<file path="src/rtl/rv32i_mem_pkg.sv">
// Shared types and constants for the rv32i IF/LSU memory arbiter.
package rv32i_mem_pkg;

  // Largest supported memory latency; the latency counter is sized from it.
  localparam int MEM_LAT_MAX = 4;
  localparam int LAT_CNT_W   = (MEM_LAT_MAX > 1) ? $clog2(MEM_LAT_MAX) : 1;

  // Arbiter FSM: IDLE = no access in flight, BUSY = waiting for read data.
  typedef enum logic {
    IDLE = 1'b0,
    BUSY = 1'b1
  } state_t;

  // Which requester owns the transaction currently in flight.
  typedef enum logic {
    OWN_I = 1'b0,
    OWN_D = 1'b1
  } owner_t;

endpackage

</file>
<file path="src/rtl/rv32i_arb2.sv">
// Two-way winner select between the fetch (I) and load/store (D) requesters.
// Build option RV32I_MEM_ARB_RR_EN: round-robin on conflicts, using a pointer
// that remembers the last granted requester. Without it, D always beats I and
// no pointer flop exists.
module rv32i_arb2
  import rv32i_mem_pkg::*;
(
`ifdef RV32I_MEM_ARB_RR_EN
  input  logic clk,
  input  logic rst,
`endif
  input  logic issue_en,
  input  logic i_req,
  input  logic d_req,
  output logic i_win,
  output logic d_win
);

  logic i_pick;
  logic d_pick;

`ifdef RV32I_MEM_ARB_RR_EN
  owner_t last_q;

  // Remember who was granted last; starts at I so D takes the first conflict.
  always_ff @(posedge clk or negedge rst) begin
    if (!rst) begin
      last_q <= OWN_I;
    end else if (i_win || d_win) begin
      last_q <= d_win ? OWN_D : OWN_I;
    end
  end

  // On a conflict the requester not granted last wins; a lone request always wins.
  always_comb begin
    d_pick = d_req && (!i_req || (last_q == OWN_I));
    i_pick = i_req && (!d_req || (last_q == OWN_D));
  end
`else
  // Fixed priority: D over I.
  always_comb begin
    d_pick = d_req;
    i_pick = i_req && !d_req;
  end
`endif

  assign i_win = issue_en && i_pick;
  assign d_win = issue_en && d_pick;

endmodule

</file>
<file path="src/rtl/rv32i_mem_arbiter.sv">
// Arbiter letting the rv32i fetch port and LSU port share one single-port,
// fixed-latency memory. One transaction is outstanding at a time; the owner is
// tracked until the read data (or store completion) returns MEM_LAT cycles
// after issue, at which point a new access may issue back-to-back.
// Build option RV32I_MEM_ARB_RR_EN selects round-robin arbitration inside
// rv32i_arb2; by default the LSU has fixed priority over fetch.
module rv32i_mem_arbiter
  import rv32i_mem_pkg::*;
#(
  parameter int ADDR_W  = 32,
  parameter int DATA_W  = 32,
  parameter int MEM_LAT = 1
) (
  input  logic                clk,
  input  logic                rst,
  // instruction fetch port
  input  logic                i_req,
  input  logic [ADDR_W-1:0]   i_addr,
  output logic                i_gnt,
  output logic                i_rvalid,
  output logic [DATA_W-1:0]   i_rdata,
  // load/store port
  input  logic                d_req,
  input  logic                d_we,
  input  logic [ADDR_W-1:0]   d_addr,
  input  logic [DATA_W-1:0]   d_wdata,
  input  logic [DATA_W/8-1:0] d_be,
  output logic                d_gnt,
  output logic                d_rvalid,
  output logic [DATA_W-1:0]   d_rdata,
  // unified memory
  output logic                mem_req,
  output logic                mem_we,
  output logic [ADDR_W-1:0]   mem_addr,
  output logic [DATA_W-1:0]   mem_wdata,
  output logic [DATA_W/8-1:0] mem_be,
  input  logic [DATA_W-1:0]   mem_rdata
);

  localparam logic [LAT_CNT_W-1:0] LAT_LAST = LAT_CNT_W'(MEM_LAT - 1);

  if ((MEM_LAT < 1) || (MEM_LAT > MEM_LAT_MAX)) begin : g_bad_lat
    $error("rv32i_mem_arbiter: MEM_LAT must be within 1..MEM_LAT_MAX");
  end

  state_t                 state_q, state_d;
  owner_t                 owner_q, owner_d;
  logic [LAT_CNT_W-1:0]   lat_cnt_q, lat_cnt_d;

  logic resp_cycle;
  logic issue_en;
  logic i_win;
  logic d_win;
  logic issue;

  // The response cycle is the last latency cycle of the access in flight.
  assign resp_cycle = (state_q == BUSY) && (lat_cnt_q == LAT_LAST);

  // Issue slot: idle, or the response cycle of the current access. Gating with
  // rst forces grants and mem_req low the moment reset asserts, even while a
  // requester keeps its request high.
  assign issue_en = rst && ((state_q == IDLE) || resp_cycle);

  rv32i_arb2 u_arb (
`ifdef RV32I_MEM_ARB_RR_EN
    .clk      (clk),
    .rst      (rst),
`endif
    .issue_en (issue_en),
    .i_req    (i_req),
    .d_req    (d_req),
    .i_win    (i_win),
    .d_win    (d_win)
  );

  assign issue = i_win || d_win;

  // State, owner and latency counter registers; reset drops any access in flight.
  // NOTE: sequential state uses non-blocking assignments so every flop samples
  // pre-edge values regardless of block ordering.
  always_ff @(posedge clk or negedge rst) begin
    if (!rst) begin
      state_q   <= IDLE;
      owner_q   <= OWN_I;
      lat_cnt_q <= '0;
    end else begin
      state_q   <= state_d;
      owner_q   <= owner_d;
      lat_cnt_q <= lat_cnt_d;
    end
  end

  // Next-state logic: start a new access on issue, count latency while busy,
  // fall back to IDLE when the response cycle passes with nothing to issue.
  // NOTE: every variable gets a default before the case so no latch is inferred.
  always_comb begin
    state_d   = state_q;
    owner_d   = owner_q;
    lat_cnt_d = lat_cnt_q;
    unique case (state_q)
      IDLE: begin
        if (issue) begin
          state_d   = BUSY;
          owner_d   = d_win ? OWN_D : OWN_I;
          lat_cnt_d = '0;
        end
      end
      BUSY: begin
        if (resp_cycle) begin
          if (issue) begin
            state_d   = BUSY;
            owner_d   = d_win ? OWN_D : OWN_I;
            lat_cnt_d = '0;
          end else begin
            state_d   = IDLE;
            lat_cnt_d = '0;
          end
        end else begin
          lat_cnt_d = lat_cnt_q + LAT_CNT_W'(1);
        end
      end
      default: begin
        state_d   = IDLE;
        lat_cnt_d = '0;
      end
    endcase
  end

  // Request side: grant pulses plus the memory fields of the winner; all zero
  // when nothing issues.
  always_comb begin
    i_gnt     = i_win;
    d_gnt     = d_win;
    mem_req   = issue;
    mem_we    = 1'b0;
    mem_addr  = '0;
    mem_wdata = '0;
    mem_be    = '0;
    if (d_win) begin
      mem_we    = d_we;
      mem_addr  = d_addr;
      mem_wdata = d_wdata;
      mem_be    = d_be;
    end else if (i_win) begin
      mem_addr  = i_addr;
    end
  end

  // Response side: completion pulse and data routed to the owner only.
  always_comb begin
    i_rvalid = resp_cycle && (owner_q == OWN_I);
    d_rvalid = resp_cycle && (owner_q == OWN_D);
    i_rdata  = i_rvalid ? mem_rdata : '0;
    d_rdata  = d_rvalid ? mem_rdata : '0;
  end

endmodule

</file>
<file path="config.mk">
export PLATFORM = sky130hd
export DESIGN_NAME = rv32i_mem_arbiter
export DESIGN_NICKNAME = d
export VERILOG_FILES = /design/src/rtl/rv32i_mem_pkg.sv /design/src/rtl/rv32i_arb2.sv /design/src/rtl/rv32i_mem_arbiter.sv
export SDC_FILE = /design/constraint.sdc
export NUM_CORES = 1
export LEC_CHECK = 0
export CORE_AREA = 5 5 104 106
export CTS_BUF_LIST = sky130_fd_sc_hd__clkbuf_2
export DETAILED_ROUTE_END_ITERATION = 6
export DIE_AREA = 0 0 109 111
export MAX_ROUTING_LAYER = met4
export PLACE_DENSITY = 0.69
export SLEW_MARGIN = 20
export SYNTH_ARGS = -nofsm -noshare
export SYNTH_HDL_FRONTEND = slang
export SYNTH_SLANG_ARGS = --single-unit
</file>
<file path="constraint.sdc">
create_clock -name clk -period 1.3 [get_ports clk]
set_input_delay 0.13 -clock clk [delete_from_list [all_inputs] [get_ports clk]]
set_output_delay 0.13 -clock clk [all_outputs]
set_load 0.01 [all_outputs]
</file>
Yosys cells after proc, flatten, opt, wreduce, memory -nomap -nowiden. Cells that the tools add are included.

Add/subtract/negate cells: 1. Eq/ne operators: 2. Mux-type cells: 17. Bitwise gates (word level): 2. Reductions and logical operators: 11.

Operators with widths (number): 32-bit two-way mux (5); 1-bit logical AND (7); 1-bit two-way mux (6); 2-bit two-way mux (2); 4-bit two-way mux (1); 1-bit case mux with 2 select lines (2); 2-bit case mux with 2 select lines (1); 2-bit by 1-bit adder with 2-bit output, second input constant (1); 2-bit zero test (1); 1-bit logical OR (2); 2-bit by 1-bit inequality test with 1-bit output, second input constant (1); 2-bit inequality test, second input constant (1); 1-bit NOT (2); 1-bit zero test (1).

Flip-flop bits (word level): 4. Input bits: 137. Word-level logic and storage cells: 36.

Longest topological paths before layout. Gate-level depths: netlist (run 1).

Word-level depth: 9. Gate-level depth with buffers: 7. Gate-level depth less buffers: 5.

Cells and area by module. A second synthesis (run 1) with hierarchy kept.

Cell total of the unflattened synthesis: 215. Area, all modules: 1226.2 um^2.

Modules (own cells, without submodules): rv32i_mem_arbiter (instances 1, cells an instance 213, area each 1209.9 um^2); rv32i_arb2 (instances 1, cells an instance 2, area each 16.3 um^2).

Least setup slack after synthesis (run 1). Ideal clock, no wire load.

Path kind: register to output. From: reg lat_cnt_q[0]. To: out mem_wdata[16]. Arrival: 1310 ps. Data required time: 1170 ps. Setup slack: -140 ps. Cell stages (with the launch flop): 8. Buffers on the path: 2. Cell sequence: dfrtp_1 > inv_1 > ha_1 > nand2b_4 > and3_4 > buf_6 > buf_6 > and2_4.

Longest elaborated chain between the ends: 6.

RTL lines: from (decl) (RTL line rv32i_mem_arbiter.sv:48) `logic [LAT_CNT_W-1:0] lat_cnt_q, lat_cnt_d;`; from (signal assigned) (RTL line rv32i_mem_arbiter.sv:89) `lat_cnt_q <= lat_cnt_d;`; 2-bit zero test (RTL line rv32i_mem_arbiter.sv:57) `assign resp_cycle = (state_q == BUSY) && (lat_cnt_q == LAT_LAST);`; 1-bit logical AND (RTL line rv32i_mem_arbiter.sv:57); 1-bit logical OR (RTL line rv32i_mem_arbiter.sv:62) `assign issue_en = rst && ((state_q == IDLE) || resp_cycle);`; 1-bit logical AND (RTL line rv32i_mem_arbiter.sv:62); 1-bit logical AND (RTL line rv32i_arb2.sv:48) `assign d_win = issue_en && d_pick;`; 32-bit two-way mux (RTL line rv32i_mem_arbiter.sv:139) `if (d_win) begin`; to (decl) (RTL line rv32i_mem_arbiter.sv:35) `output logic [DATA_W-1:0] mem_wdata,`.

No other way between the ends.

Worst setup path in the final report (run 1).
From: reg lat_cnt_q[0]. To: out mem_addr[10].

Longest elaborated chain between the ends: 7.

RTL lines: 2-bit zero test (*) (RTL line rv32i_mem_arbiter.sv:57); 1-bit logical AND (*) (RTL line rv32i_mem_arbiter.sv:57); 1-bit logical OR (*) (RTL line rv32i_mem_arbiter.sv:62); 1-bit logical AND (*) (RTL line rv32i_mem_arbiter.sv:62); 1-bit logical AND (RTL line rv32i_arb2.sv:47) `assign i_win = issue_en && i_pick;`; 32-bit two-way mux (RTL line rv32i_mem_arbiter.sv:144) `end else if (i_win) begin`; 32-bit two-way mux (*) (RTL line rv32i_mem_arbiter.sv:139); to (decl) (RTL line rv32i_mem_arbiter.sv:34) `output logic [ADDR_W-1:0] mem_addr,`.

Mark *: on every way between the ends. The rest lies on a longest branch, timed or not.

==> results of run 1 <==
-- sequential cells by signal, summed over array words and instances (netlist names) --
name / count
lat_cnt_q: 2
owner_q: 1
state_q: 1
-- stage by stage --
stage | util | worst slack, ps
5_1_grt | 0.520 | -562
3_5_place_dp | 0.464 | -689
2_1_floorplan | - | -90.0
3_3_place_gp | 0.464 | -657
4_1_cts | 0.500 | -599
6_report | 0.520 | -476
-- layout make-up --
cell class | count | share of cell area
antenna | 3 | 0.00149
inverter | 3 | 0.00223
tap | 133 | 0.0330
clock buffer | 3 | 0.00298
timing repair buffer | 319 | 0.649
sequential | 4 | 0.0199
multi-input combinational | 185 | 0.292
-- cell families after synthesis --
family | Yosys count | synth area share
DFF | 4 | 0.0741
buffers and inverters | 24 | 0.0852
and+or+nand+nor | 147 | 0.636
AOI/OAI and AO/OA | 36 | 0.195
adders and majority gates | 1 | 0.00926
-- layer usage --
| metal | vias to the layer above | wire length [um] | GRT usage |
|---|---|---|---|
| met3 | 4 | 1070 | 0.0571 |
| li1 | 1305 | - | - |
| met2 | 162 | 5960 | 0.328 |
| met4 | 0 | 53 | 0.0168 |
| met5 | - | 0 | - |
| met1 | 1248 | 4490 | 0.184 |
-- Yosys cell counts (all sizes together) --
cell and count:
o22ai 1, nand3b 1, nand3 1, dfrtp 4, and3 2, buf 13
clkbuf 8, nand2b 1, nor2b 1, inv 3, a21o 1, ha 1
and2 101, nand2 4, a22oi 32, nor2 36, o21ai 2
-- where the power goes --
part           internal (mW)  switching (mW)  leakage, nW
clock                 0.0619          0.0423       0.0125
combinational           1.06           0.589         2.25
sequential             0.131         0.00866       0.0516
total                   1.25           0.640         2.31
-- worst max-delay path, cell delays in order (launching register included) --
cell,delay [ps]
dfrtp_1,380
inv_2,90
ha_4,140
nand2b_4,140
nand2_4,100
bufbuf_16,290
nor2_2,90
clkdlybuf4s15_2,220
-- repair_timing --
item,in CTS,in global routing
pin swaps,21,33
setup buffers,15,8
gates resized for setup,581,147
setup endpoints to repair,139,142
cloned,8,5
hold endpoints to repair,0,0
-- worst max path at each step --
stage,startpoint,end,slack [ps],cells after the start
after floorplan,lat_cnt_q[0],mem_wdata[16],-90,7
after global placement,lat_cnt_q[1],mem_wdata[23],-660,7
after detailed placement,lat_cnt_q[1],mem_be[1],-690,7
after CTS,lat_cnt_q[1],i_rdata[17],-600,8
after global routing,lat_cnt_q[0],mem_addr[10],-560,7
final,lat_cnt_q[0],mem_addr[10],-480,7
==> flow_summary.json, run 1 <==
{
  "syn_inst": 212,
  "cellPowerDensity_nw_per_um2": 375,
  "required_ps": 1170,
  "ios": 275,
  "initial_utilization": 0.140,
  "postSynthAreaPerCell_um2": 6.37,
  "end_kind": "primary output",
  "fin_setup_tns_ps": -51570,
  "port_buffers": 274,
  "crit_fanout": 7,
  "cts_buffer_depth": 2,
  "drt_iter0_drc": 88,
  "clock_sinks": 4,
  "final_cell_mix": "clkdlybuf4s50_1, buf_6, and2_4",
  "antenna_found_initial": 3,
  "netlist_area_um2": 1350,
  "cap_violations": 0,
  "finalNonFillerCells": 650,
  "clk_latency_ps": 200,
  "path_clk_slew_ps": 40,
  "worstPathArrival_ps": 1650,
  "r2r_end": "owner_q",
  "fill_cells": 919,
  "start_kind": "flop",
  "ant_nets": 0,
  "r2r_start": "lat_cnt_q[0]",
  "vias": 2719,
  "setup_slack_ps": -476,
  "leakage_nw": 2.31,
  "worst_hold_slack_ps": 423,
  "hold_class": "in2async",
  "ys_top_cells_by_area": "and2_1, a22oi_1, nor2_1, dfrtp_1, and2_4",
  "synth_top_area_frac": 0.421,
  "cts_root_buffer": "clkbuf_2",
  "grt_max_degree": 33,
  "fin_area_um2": 5040,
  "finalHoldViolCount": 0,
  "placed_cell_area_um2": 4490,
  "r2r_cells": 8,
  "status": "finished, violations left",
  "h-tree-depth": 1,
  "yosysWarningCount": 0,
  "cts-buffers-inserted": 3,
  "synth_fp_nets": 350,
  "skew_ps": 1.81,
  "relSlewSlack": 0.810,
  "dp_hpwl_um": 8580,
  "worstSetupPathType": "reg2out",
  "drive_gt1_frac": 0.595,
  "reg2reg_slack_ps": -160,
  "via_per_inst": 4.18,
  "hold_buffers": 0,
  "synth_area_leader_cell": "and2_1",
  "fp.dieH_um": 111,
  "placement_rows": 36,
  "cts_tree": "built",
  "drtPass1Iterations": 4,
  "grt_setup_unrepaired": "yes",
  "violations": "setup timing",
  "finalCritPeriodShare": 1.37,
  "finalSetupViolCount": 139,
  "worstMarginPinSlew_ps": 284,
  "routed_wl_um": 11600,
  "maxSlewViolCount": 0,
  "multi_input_area_um2": 1470,
  "wire_per_inst_um": 17.8,
  "area.growth.synth_to_final_pct": 273,
  "place_congestion": 0.767,
  "core_um2": 9680,
  "mostFrequentLayoutCell": "clkdlybuf4s50_1",
  "ir_worst_vdd_mv": 0.257,
  "ys_types": 22,
  "post-route-min-period_ps": 1780,
  "p_total_mw": 1.89,
  "track_usage": 0.176,
  "fp.dieW_um": 109,
  "regArea_um2": 100,
  "dieArea_um2": 12100,
  "grt_pass1_vias": 2881,
  "nets": 654,
  "grt-ovfl-total": 0,
  "placed_cells": 614,
  "drc": 0,
  "fmax_mhz": 563,
  "seq_area_frac_synth": 0.0741,
  "grt_pass1_wl_um": 16000,
  "synth-seq-cells": 4
}
(Power assumes the default switching activity.)
==> run 2: changes to the inputs <==
--- a/config.mk
+++ b/config.mk
@@ -9,6 +9,7 @@
 export CTS_BUF_LIST = sky130_fd_sc_hd__clkbuf_2
 export DETAILED_ROUTE_END_ITERATION = 6
 export DIE_AREA = 0 0 109 111
+export HOLD_SLACK_MARGIN = 0.08
 export MAX_ROUTING_LAYER = met4
 export PLACE_DENSITY = 0.69
 export SLEW_MARGIN = 20
==> constraint.sdc (replaced) <==
create_clock -name clk -period 1.3 [get_ports clk]
set_input_delay 0.13 -clock clk [delete_from_list [all_inputs] [get_ports clk]]
set_output_delay 0.13 -clock clk [all_outputs]
set_load 0.1 [all_outputs]
==> run 2 against run 1 <==
Net effect:
- the flow still finishes with violations (setup timing)
- combinational power up 120%
- register-to-register slack worse by 140 ps
- final cell count is 2.2% lower
- cell area increased by 30%
- total power grew 110%
- sequential share of layout area fell by 0.46 points
- largest cell class unchanged
- non-clock buffer count decreased by 10
- sequential power about the same
- critical path type unchanged
- hold slack better by 68 ps
- clock skew grew 3.7 ps
- largest power group unchanged
- highest routed layer unchanged
- routed wire length is 2.9% lower
==> flow_summary.json, run 2 (synthesis gave the netlist of run 1 again) <==
{
  "status": "finished, violations left",
  "violations": "setup timing",
  "h-tree-depth": 1,
  "core_um2": 9680,
  "area.growth.synth_to_final_pct": 385,
  "path_clk_slew_ps": 50,
  "worstSetupPathType": "reg2out",
  "p_total_mw": 3.90,
  "setup_slack_ps": -510,
  "worst_hold_slack_ps": 491,
  "track_usage": 0.174,
  "clk_latency_ps": 200,
  "cts_buffer_depth": 2,
  "start_kind": "flop",
  "hold_class": "in2async",
  "relSlewSlack": 0.701,
  "dieArea_um2": 12100,
  "grt_max_degree": 34,
  "crit_path_cell_trace": "inv_1, ha_2, nand2b_4, and3_4, buf_12, and2_4, buf_12",
  "grt_setup_unrepaired": "yes",
  "final_cell_mix": "buf_12, clkdlybuf4s50_1, and2_4",
  "cts_root_buffer": "clkbuf_2",
  "antenna_found_initial": 0,
  "drt_iter0_drc": 77,
  "ant_nets": 0,
  "grt_pass1_vias": 2893,
  "worstMarginPinSlew_ps": 444,
  "fin_area_um2": 6550,
  "fmax_mhz": 553,
  "vias": 2681,
  "leakage_nw": 2.66,
  "hold_buffers": 0,
  "post-route-min-period_ps": 1810,
  "finalHoldViolCount": 0,
  "crit_fanout": 20,
  "ir_worst_vdd_mv": 0.322,
  "end_kind": "primary output",
  "crit_path_max_incr_delay_ps": 370,
  "clock_sinks": 4,
  "required_ps": 1170,
  "cts-buffers-inserted": 3,
  "drive_gt1_frac": 0.640,
  "nets": 643,
  "largest_reg_flops": 2,
  "port_buffers": 274,
  "critPathMostFrequentCell": "buf_12",
  "worstPathArrival_ps": 1680,
  "initial_utilization": 0.140,
  "place_congestion": 0.786,
  "crit_slowest_cell": "dfrtp_1",
  "diodes": 0,
  "drtPass1Iterations": 6,
  "finalSetupViolCount": 142,
  "finalCritPeriodShare": 1.39,
  "placement_rows": 36,
  "wire_per_inst_um": 17.7,
  "routed_wl_um": 11200,
  "placed_cell_area_um2": 6310,
  "ios": 275,
  "grt-ovfl-total": 0,
  "regMostFlops": "lat_cnt_q",
  "drc": 0,
  "cellPowerDensity_nw_per_um2": 595,
  "grt_pass1_wl_um": 15900,
  "fp.dieH_um": 111,
  "top_regs": "lat_cnt_q x2, owner_q x1, state_q x1",
  "final_util": 0.676,
  "dp_hpwl_um": 9930,
  "cts_tree": "built",
  "maxSlewViolCount": 0,
  "cap_violations": 0,
  "via_per_inst": 4.22,
  "mostFrequentLayoutCell": "buf_12",
  "skew_ps": 5.55,
  "fp.dieW_um": 109
}
[run 2: cell types whose count changed in the layout (fill, tap and decap cells not counted), moves of 28 or more]
cell / change
buf_6: -86
nor2_4: +28
buf_12: +136
buf_2: -41
[run 2: path summary, 6_finish.rpt]
path,start,end,slack [ps],cells past startpoint
setup / recovery,lat_cnt_q[1],mem_be[2],-510,7
hold / removal,rst,lat_cnt_q[0],490,4
setup reg to reg,lat_cnt_q[1],owner_q,-300,10
hold reg to reg,owner_q,owner_q,590,1
max in group asynchronous,rst,state_q,700,4
min in group clk,owner_q,owner_q,590,1
[run 2: what timing repair did]
item | CTS | global route
pin swaps | 14 | 30
endpoints found under the setup margin | 139 | 141
gates cloned | 1 | 2
resized for setup | 13 | 6
setup buffers | 5 | 4
[run 2: power breakdown]
part / leakage [nW] / switching (mW) / internal, mW
sequential: 0.0516 / 0.00818 / 0.131
clock: 0.0125 / 0.0491 / 0.0622
combinational: 2.60 / 2.12 / 1.53
total: 2.66 / 2.17 / 1.72
[run 2: area by class of cell]
class	count	area, um2
sequential	4	100
multi-input combinational	184	1670
inverter	3	11.3
fill	689	3140
clock buffer	3	15.0
tap	133	166
timing repair buffer	309	4580
[run 2: metrics by stage]
step / setup TNS (ps) / std cells / worst slack [ps]
2_1_floorplan: -33020 / 212 / -677
3_3_place_gp: -34640 / 621 / -309
3_5_place_dp: -41550 / 621 / -387
4_1_cts: -68220 / 630 / -524
5_1_grt: -75260 / 636 / -588
6_report: -64780 / 636 / -510
[run 2: worst max-delay path, delay by kind of cell, from the launching register on]
kind	cells	cell delay [ps]
buffers and inverters	3	390
flip-flops	1	370
AND/OR/NAND/NOR	3	550
adder cells (fa/ha/maj)	1	170
[run 2: routing by layer]
layer,GRT usage,part of all wire,vias up
met3,0.0443,0.097,10
met2,0.332,0.56,163
li1,-,-,1282
met1,0.174,0.34,1226
met5,-,0,-
met4,0.0345,0.011,0
==> run 3: changes to the inputs <==
--- a/config.mk
+++ b/config.mk
@@ -5,13 +5,14 @@
 export SDC_FILE = /design/constraint.sdc
 export NUM_CORES = 1
 export LEC_CHECK = 0
-export CORE_AREA = 5 5 104 106
+export CORE_AREA = 2 2 107 109
 export CTS_BUF_LIST = sky130_fd_sc_hd__clkbuf_2
 export DETAILED_ROUTE_END_ITERATION = 6
 export DIE_AREA = 0 0 109 111
 export HOLD_SLACK_MARGIN = 0.08
 export MAX_ROUTING_LAYER = met4
-export PLACE_DENSITY = 0.69
+export PLACE_DENSITY = 0.63
+export SETUP_SLACK_MARGIN = 0.05
 export SLEW_MARGIN = 20
 export SYNTH_ARGS = -nofsm -noshare
 export SYNTH_HDL_FRONTEND = slang
==> constraint.sdc (replaced) <==
create_clock -name clk -period 1.3 [get_ports clk]
set_input_delay 0.13 -clock clk [delete_from_list [all_inputs] [get_ports clk]]
set_output_delay 0.13 -clock clk [all_outputs]
set_load 0.01 [all_outputs]
==> run 3 against run 2 <==
Net effect:
- the flow still finishes with violations (setup timing)
- flip-flop and latch count did not move
- maximum frequency is 0.10% higher
- non-clock buffer count is 19 higher
- register-to-register slack gained 70 ps
- sequential share of layout area up 0.34 points
- sequential power hardly changed
==> flow_summary.json, run 3 (synthesis gave the netlist of run 1 again) <==
{
  "cp_num_buf_inv": 5,
  "mostFrequentLayoutCell": "clkdlybuf4s50_1",
  "fp.dieW_um": 109,
  "h-tree-depth": 1,
  "skew_ps": 9.91,
  "cts_root_buffer": "clkbuf_2",
  "setup_slack_ps": -508,
  "cts_tree": "built",
  "grt_setup_unrepaired": "yes",
  "worstSetupPathType": "reg2out",
  "finalHoldViolCount": 0,
  "p_seq_frac": 0.069,
  "finalCritPeriodShare": 1.39,
  "drive_gt1_frac": 0.623,
  "p_switching_mw": 0.676,
  "wire_per_inst_um": 15.6,
  "ios": 275,
  "crit_fanout": 6,
  "placed_cell_area_um2": 4550,
  "worst_hold_slack_ps": 378,
  "post-route-min-period_ps": 1810,
  "fmax_mhz": 553,
  "dp_worst_setup_slack_ps": -659,
  "relSlewSlack": 0.758,
  "clock_sinks": 4,
  "drtPass1Iterations": 4,
  "r2r_start": "lat_cnt_q[0]",
  "cts-buffers-inserted": 3,
  "place_congestion": 0.760,
  "hold_class": "in2async",
  "area.growth.synth_to_final_pct": 297,
  "worstPathArrival_ps": 1680,
  "final_cell_mix": "clkdlybuf4s50_1, buf_6, and2_4",
  "worstMarginPinSlew_ps": 359,
  "clk_latency_ps": 220,
  "path_clk_slew_ps": 40,
  "drc": 0,
  "routed_wl_um": 10400,
  "leakage_nw": 2.43,
  "diodes": 0,
  "cellPowerDensity_nw_per_um2": 374,
  "cap_violations": 0,
  "crit_slowest_cell": "dfrtp_1",
  "grt_pass1_wl_um": 13600,
  "switching_share": 0.336,
  "cts_buffer_depth": 2,
  "dp_hpwl_um": 7490,
  "fp.dieH_um": 111,
  "via_per_inst": 4.17,
  "ant_nets": 0,
  "core_um2": 11100,
  "hold_buffers": 0,
  "placement_rows": 39,
  "fin_setup_tns_ps": -59850,
  "reg2reg_slack_ps": -230,
  "cpLargestDelayFamily": "buffers and inverters",
  "ir_worst_vdd_mv": 0.248,
  "finalNonFillerCells": 665,
  "regMostFlops": "lat_cnt_q",
  "status": "finished, violations left",
  "required_ps": 1170,
  "largest_reg_flops": 2,
  "placed_cells": 629,
  "violations": "setup timing",
  "fin_area_um2": 5370,
  "intPower_mw": 1.33,
  "port_buffers": 274,
  "crit_path_max_incr_delay_ps": 370,
  "pwr-share-comb": 0.874,
  "dieArea_um2": 12100,
  "vias": 2770,
  "grt-ovfl-total": 0,
  "grt_max_degree": 24,
  "maxSlewViolCount": 0,
  "crit_path_cell_trace": "inv_1, ha_2, nand2b_4, buf_6, nand2_8, buf_16, buf_12, nor2_2, buf_2",
  "grt_pass1_vias": 2663,
  "drt_iter0_drc": 87,
  "initial_utilization": 0.122,
  "track_usage": 0.145,
  "antenna_found_initial": 0,
  "end_kind": "primary output",
  "nets": 662,
  "r2r_end": "owner_q",
  "r2r_cells": 9,
  "top_regs": "lat_cnt_q x2, owner_q x1, state_q x1",
  "p_clk_frac": 0.057,
  "finalSetupViolCount": 141,
  "start_kind": "flop"
}
==> run 3: how the worst max path moves through the flow <==
stage | startpoint | to | slack (ps) | cells past startpoint
after CTS | lat_cnt_q[0] | mem_be[1] | -540 | 8
after floorplan | lat_cnt_q[0] | mem_wdata[16] | -90 | 7
final | lat_cnt_q[0] | mem_addr[9] | -510 | 9
after global routing | lat_cnt_q[1] | mem_addr[9] | -600 | 9
after detailed placement | d_req | mem_wdata[13] | -660 | 5
after global placement | d_req | mem_addr[15] | -670 | 5
==> run 3: layer usage <==
layer / track usage / vias up / wire length [um]
met4: 0.0308 / 0 / 169
met2: 0.276 / 177 / 5750
met1: 0.143 / 1260 / 3310
li1: - / 1319 / -
met5: - / - / 0
met3: 0.0423 / 14 / 1140
==> run 3: layout make-up <==
class / instances / area [um2]
clock buffer: 3 / 15.0
fill: 1060 / 5710
inverter: 3 / 11.3
multi-input combinational: 184 / 1580
sequential: 4 / 100
tap: 143 / 179
timing repair buffer: 328 / 3490
==> run 3: through the flow <==
stage / power, mW / utilization
2_1_floorplan: 0.609 / -
3_3_place_gp: 1.53 / 0.411
3_5_place_dp: 1.54 / 0.411
4_1_cts: 1.69 / 0.422
5_1_grt: 2.13 / 0.485
6_report: 2.01 / 0.485
==> run 3: worst reg2reg max path, stage by stage (launching register included) <==
cell      delay (ps)
dfrtp_1          370
inv_1             70
ha_2             190
nand2b_4         130
buf_6            120
buf_6             90
buf_6            100
nand3_4           90
buf_6            130
a21o_1           140
==> run 3: what timing repair did <==
item	4_1_cts	5_1_grt
endpoints found under the setup margin	139	141
cloned	5	9
resized for setup	563	233
setup buffers	12	11
pin swaps	17	65
==> run 3: power groups by stage <==
stage / clock [mW] / sequential, mW / combinational (mW)
after detailed placement: 0 / 0.139 / 1.40
after global placement: 0 / 0.139 / 1.39
after global routing: 0.127 / 0.141 / 1.86
after floorplan: 0 / 0.138 / 0.472
after CTS: 0.122 / 0.139 / 1.42
final: 0.114 / 0.140 / 1.76
